## config.mk

```make
export PLATFORM = sky130hd
export DESIGN_NAME = board_io_ctrl
export DESIGN_NICKNAME = d
export VERILOG_FILES = /design/src/rtl/board_io_pkg.sv /design/src/rtl/io_debounce.sv /design/src/rtl/board_io_ctrl.sv
export SDC_FILE = /design/constraint.sdc
export NUM_CORES = 1
export LEC_CHECK = 0
export BUFFER_PORTS_ARGS = -buffer_cell sky130_fd_sc_hd__buf_2
export CORE_AREA = 4 4 162 164
export CTS_CLUSTER_SIZE = 20
export DETAILED_ROUTE_END_ITERATION = 7
export DIE_AREA = 0 0 166 168
export GPL_TIMING_DRIVEN = 0
export HOLD_SLACK_MARGIN = 0.03
export PLACE_DENSITY = 0.74
export SYNTH_ARGS = -nofsm -noshare
export SYNTH_HDL_FRONTEND = slang
export SYNTH_HIERARCHICAL = 1
export SYNTH_SLANG_ARGS = --single-unit
```

## constraint.sdc

```tcl
create_clock -name CLK100MHZ -period 3.5 [get_ports CLK100MHZ]
set_input_delay 0.175 -clock CLK100MHZ [delete_from_list [all_inputs] [get_ports CLK100MHZ]]
set_output_delay 0.175 -clock CLK100MHZ [all_outputs]
set_load 0.02 [all_outputs]
```

## src/rtl/board_io_pkg.sv

```systemverilog
// Shared defaults and width helpers for the board I/O front end.
package board_io_pkg;

  localparam int DEBOUNCE_10MS_100MHZ = 1000000;
  localparam int DEFAULT_PWM_BITS     = 8;
  localparam int DEFAULT_SYNC_STAGES  = 2;

  // Counter width able to hold 0 .. n-1, never narrower than one bit.
  function automatic int cnt_width(input int n);
    return (n <= 2) ? 1 : $clog2(n);
  endfunction

endpackage

```

## src/rtl/io_debounce.sv

```systemverilog
// One-bit input conditioner: synchroniser chain, counting debouncer and
// registered rise/fall strobes that coincide with the level change.
module io_debounce
  import board_io_pkg::*;
#(
  parameter int SYNC_STAGES     = DEFAULT_SYNC_STAGES,
  parameter int DEBOUNCE_CYCLES = DEBOUNCE_10MS_100MHZ
) (
  input  logic clk,
  input  logic rst_n,
  input  logic din,
  output logic level,
  output logic rise,
  output logic fall
);

  localparam int CW = cnt_width(DEBOUNCE_CYCLES);
  localparam logic [CW-1:0] CNT_LAST = CW'(DEBOUNCE_CYCLES - 1);

  logic [SYNC_STAGES-1:0] sync_reg;
  logic [CW-1:0]          cnt_reg;
  logic                   level_reg;
  logic                   rise_reg;
  logic                   fall_reg;
  logic                   synced;

  assign synced = sync_reg[SYNC_STAGES-1];

  always_ff @(posedge clk or negedge rst_n) begin
    if (!rst_n) begin
      sync_reg  <= '0;
      cnt_reg   <= '0;
      level_reg <= 1'b0;
      rise_reg  <= 1'b0;
      fall_reg  <= 1'b0;
    end else begin
      sync_reg <= {sync_reg[SYNC_STAGES-2:0], din};
      rise_reg <= 1'b0;
      fall_reg <= 1'b0;
      // Any return to the accepted level restarts the stability window.
      if (synced == level_reg) begin
        cnt_reg <= '0;
      end else if (cnt_reg == CNT_LAST) begin
        level_reg <= ~level_reg;
        cnt_reg   <= '0;
        rise_reg  <= ~level_reg;
        fall_reg  <= level_reg;
      end else begin
        cnt_reg <= cnt_reg + 1'b1;
      end
    end
  end

  assign level = level_reg;
  assign rise  = rise_reg;
  assign fall  = fall_reg;

endmodule

```

## src/rtl/board_io_ctrl.sv

```systemverilog
// Board I/O front end: debounced buttons/switches with strobes, and
// per-colour PWM LED drive with period-aligned duty shadowing.
module board_io_ctrl
  import board_io_pkg::*;
#(
  parameter int N_BTN           = 4,
  parameter int N_SW            = 4,
  parameter int N_RGB           = 2,
  parameter int SYNC_STAGES     = DEFAULT_SYNC_STAGES,
  parameter int DEBOUNCE_CYCLES = DEBOUNCE_10MS_100MHZ,
  parameter int PWM_BITS        = DEFAULT_PWM_BITS
) (
  input  logic                      CLK100MHZ,
  input  logic                      RESETN,
  input  logic [N_BTN-1:0]          BTN,
  input  logic [N_SW-1:0]           SW,
  output logic [N_BTN-1:0]          btn_level,
  output logic [N_BTN-1:0]          btn_press,
  output logic [N_BTN-1:0]          btn_release,
  output logic [N_SW-1:0]           sw_level,
  input  logic [N_RGB*PWM_BITS-1:0] r_duty,
  input  logic [N_RGB*PWM_BITS-1:0] g_duty,
  input  logic [N_RGB*PWM_BITS-1:0] b_duty,
  output logic [N_RGB-1:0]          RLED,
  output logic [N_RGB-1:0]          GLED,
  output logic [N_RGB-1:0]          BLED
);

  // Counter runs 0 .. 2^PWM_BITS-2 so a full-scale duty stays solidly on.
  localparam logic [PWM_BITS-1:0] PCNT_LAST = ~PWM_BITS'(1);

  logic [N_SW-1:0]     sw_rise_unused;
  logic [N_SW-1:0]     sw_fall_unused;
  logic [PWM_BITS-1:0] pcnt_reg;
  logic                period_end;

  genvar gi;
  generate
    for (gi = 0; gi < N_BTN; gi++) begin : g_btn
      io_debounce #(
        .SYNC_STAGES    (SYNC_STAGES),
        .DEBOUNCE_CYCLES(DEBOUNCE_CYCLES)
      ) u_db (
        .clk  (CLK100MHZ),
        .rst_n(RESETN),
        .din  (BTN[gi]),
        .level(btn_level[gi]),
        .rise (btn_press[gi]),
        .fall (btn_release[gi])
      );
    end

    for (gi = 0; gi < N_SW; gi++) begin : g_sw
      io_debounce #(
        .SYNC_STAGES    (SYNC_STAGES),
        .DEBOUNCE_CYCLES(DEBOUNCE_CYCLES)
      ) u_db (
        .clk  (CLK100MHZ),
        .rst_n(RESETN),
        .din  (SW[gi]),
        .level(sw_level[gi]),
        .rise (sw_rise_unused[gi]),
        .fall (sw_fall_unused[gi])
      );
    end
  endgenerate

  assign period_end = (pcnt_reg == PCNT_LAST);

  always_ff @(posedge CLK100MHZ or negedge RESETN) begin
    if (!RESETN) begin
      pcnt_reg <= '0;
    end else begin
      pcnt_reg <= period_end ? '0 : pcnt_reg + 1'b1;
    end
  end

  generate
    for (gi = 0; gi < N_RGB; gi++) begin : g_rgb
      logic [PWM_BITS-1:0] r_shadow_reg, g_shadow_reg, b_shadow_reg;
      logic                r_led_reg, g_led_reg, b_led_reg;

      always_ff @(posedge CLK100MHZ or negedge RESETN) begin
        if (!RESETN) begin
          r_shadow_reg <= '0;
          g_shadow_reg <= '0;
          b_shadow_reg <= '0;
          r_led_reg    <= 1'b0;
          g_led_reg    <= 1'b0;
          b_led_reg    <= 1'b0;
        end else begin
          if (period_end) begin
            r_shadow_reg <= r_duty[gi*PWM_BITS +: PWM_BITS];
            g_shadow_reg <= g_duty[gi*PWM_BITS +: PWM_BITS];
            b_shadow_reg <= b_duty[gi*PWM_BITS +: PWM_BITS];
          end
          r_led_reg <= (pcnt_reg < r_shadow_reg);
          g_led_reg <= (pcnt_reg < g_shadow_reg);
          b_led_reg <= (pcnt_reg < b_shadow_reg);
        end
      end

      assign RLED[gi] = r_led_reg;
      assign GLED[gi] = g_led_reg;
      assign BLED[gi] = b_led_reg;
    end
  endgenerate

endmodule

```

==> impl_metrics.env <==
export IMPL_status="complete, no violations"
export IMPL_startpoint_type="flop"
export IMPL_die_w_um=166
export IMPL_grt_pass1_wl_mm=44.44
export IMPL_relSlewSlack_pct=56.68
export IMPL_peakVddDrop_mv=0.3604
export IMPL_port_buffers=79
export IMPL_clock_sinks=254
export IMPL_cts_tree="done"
export IMPL_worstSetupEndpointType="flop"
export IMPL_dr_pass1_iters=4
export IMPL_row_count=58
export IMPL_slew_viol_final=0
export IMPL_syn_area_um2=12800
export IMPL_avgSynthCellArea_um2=10.52
export IMPL_cp_cell_sequence="ha_1 > nand2_1 > or4_1 > buf_2 > or4_4 > a21oi_2"
export IMPL_dpl_hpwl_mm=16.65
export IMPL_vias=9243
export IMPL_root_buffer="clkbuf_16"
export IMPL_synth_fp_nets=1327
export IMPL_design_die_area_um2=27890
export IMPL_power_total_mw=6.279
export IMPL_crit_required_ns=3.95
export IMPL_n_fill_cell=1966
export IMPL_cp_arrival_ns=2.60
export IMPL_routed_wl_mm=25.27
export IMPL_ctsResizeCount=0
export IMPL_register_area_um2=6356
export IMPL_crit_path_max_fanout=8
export IMPL_max_cap_violations=0
export IMPL_clkLatencyLatePin_ns=0.54
export IMPL_postCtsSetupRepairBufs=0
export IMPL_area_growth_pct=18.91
export IMPL_coreArea_um2=24890
export IMPL_finalCriticalPeriod_ns=2.142
export IMPL_gp_congestion=0.8098
export IMPL_path_class="flop to flop"
export IMPL_worst_slew_pin_transition_ns=0.6498
export IMPL_p_leak_nw=6.590
export IMPL_min_path_type="input port to asynchronous set/reset pin"
export IMPL_rsz0062_at_grt="false"
export IMPL_ant_nets=0
export IMPL_cts_reportedPaths_clkPinSlew_ns=0.06
export IMPL_ys_warnings_count=6
export IMPL_antenna_found_initial=0
export IMPL_powerDensity_nw_per_um2=412.5
export IMPL_n_antenna_cell=0
export IMPL_grt_pass1_vias=9397
export IMPL_wl_per_cell_um=14.55
export IMPL_fin_nets=1495
export IMPL_fin_worst_skew_ns=0.01277
export IMPL_start_util_pct=51.43
export IMPL_drt_drc_violations_left=0
export IMPL_clock_path_buffers=3
export IMPL_multi_input_area_um2=5762
export IMPL_finalSetupViolations=0
export IMPL_track_usage_pct=18.38
export IMPL_critPathMaxStageDelay_ns=0.50
export IMPL_ios=80
export IMPL_cts_buffers=28
export IMPL_drive_gt1_share_pct=22.19
export IMPL_die_h_um=168
export IMPL_cts_htree_levels=1
export IMPL_fin_crit_sh_pct=61.21
export IMPL_syn_instance_count=1217
export IMPL_max_freq_mhz=466.8
export IMPL_grt_ovfl_total=0
export IMPL_final_hold_violation_count=0
export IMPL_grt_start_max_net_pins=94
export IMPL_vias_per_cell=5.324
export IMPL_drt_iter0_drc=545
export IMPL_finalSetupTns_ns=0
export IMPL_crit_path_top_delay_cell="or4_1"
[critical path: cells and delay by family, from the launching register on]
kind	cells	cell delay [ns]
and+or+nand+nor	3	1.09
DFF	1	0.41
adders and majority gates	1	0.25
buffers and inverters	1	0.17
AOI/OAI and AO/OA	1	0.15
[stage by stage]
stage | util, % | area [um2] | worst slack, ns | hold slack (ns) | cells
6_report | 61.16 | 15220 | 1.358 | 0.2186 | 1736
5_1_grt | 61.16 | 15220 | 1.235 | 0.2712 | 1736
4_1_cts | 61.16 | 15220 | 1.337 | 0.2413 | 1736
3_5_place_dp | 54.94 | 13680 | 1.368 | 0.2125 | 1628
3_3_place_gp | 54.68 | 13610 | -2.332 | 0.2829 | 1626
2_1_floorplan | - | 12800 | 1.520 | -0.1206 | 1217
[area by class of cell]
class	count	share of cell area, %
flip-flops and latches	254	41.75
well taps	330	2.712
plain buffers	51	2.203
clock inverters	8	0.6493
multi-input cells	819	37.85
repair buffers	138	6.772
clock buffers	43	5.770
inverters	93	2.293
[metal layers]
metal | vias up | wire length (um) | track usage (%)
met3 | 43 | 753 | 2.653
met2 | 117 | 12600 | 32.33
li1 | 4592 | - | -
met5 | - | 0 | 0
met1 | 4491 | 11390 | 24.21
met4 | 0 | 521 | 4.448
[what timing repair did]
| action | in CTS | in global routing |
|---|---|---|
| setup endpoints to repair | 0 | 0 |
| endpoints found under the hold margin | 135 | 0 |
| hold buffers | 57 | 0 |
[layout by cell type, fill, tap and decap left out, types with 10 or more instances in the layout]
master,n
nor2_1,114
clkbuf_8,10
clkbuf_16,29
xor2_1,41
nand3_1,77
dlygate4sd3_1,57
xnor2_1,49
inv_1,93
dfrtp_1,254
o31ai_1,24
nor3_1,16
a21oi_1,79
nand4_1,17
clkbuf_1,12
mux2_2,11
mux2_4,46
or3_2,24
or4_1,48
o21ai_0,47
buf_2,110
ha_1,52
nand2_1,53
or3_1,18
[report_power, final]
part	switching (mW)	internal [mW]	total, mW
logic	0.131	0.107	0.238
registers	0.0337	2.97	3.00
clock network	1.17	1.87	3.04
[final timing paths]
check	startpoint	depth (start not counted)	slack, ns	to
worst max-delay path	g_btn[1].u_db/cnt_reg[0]$_DFF_PN0_	6	1.36	g_btn[1].u_db/cnt_reg[18]$_DFF_PN0_
worst min-delay path	RESETN	2	0.22	g_sw[1].u_db/level$_DFFE_PN0P_
worst max register to register	g_btn[1].u_db/cnt_reg[0]$_DFF_PN0_	6	1.36	g_btn[1].u_db/cnt_reg[18]$_DFF_PN0_
worst min register to register	g_btn[3].u_db/sync_reg[0]$_DFF_PN0_	0	0.35	g_btn[3].u_db/sync_reg[1]$_DFF_PN0_
max in group asynchronous	RESETN	3	2.41	g_rgb[1].g_shadow_reg[1]$_DFFE_PN0N_
min in group CLK100MHZ	BTN[1]	2	0.28	g_btn[1].u_db/sync_reg[0]$_DFF_PN0_
Power figures use the tool's default switching activity.
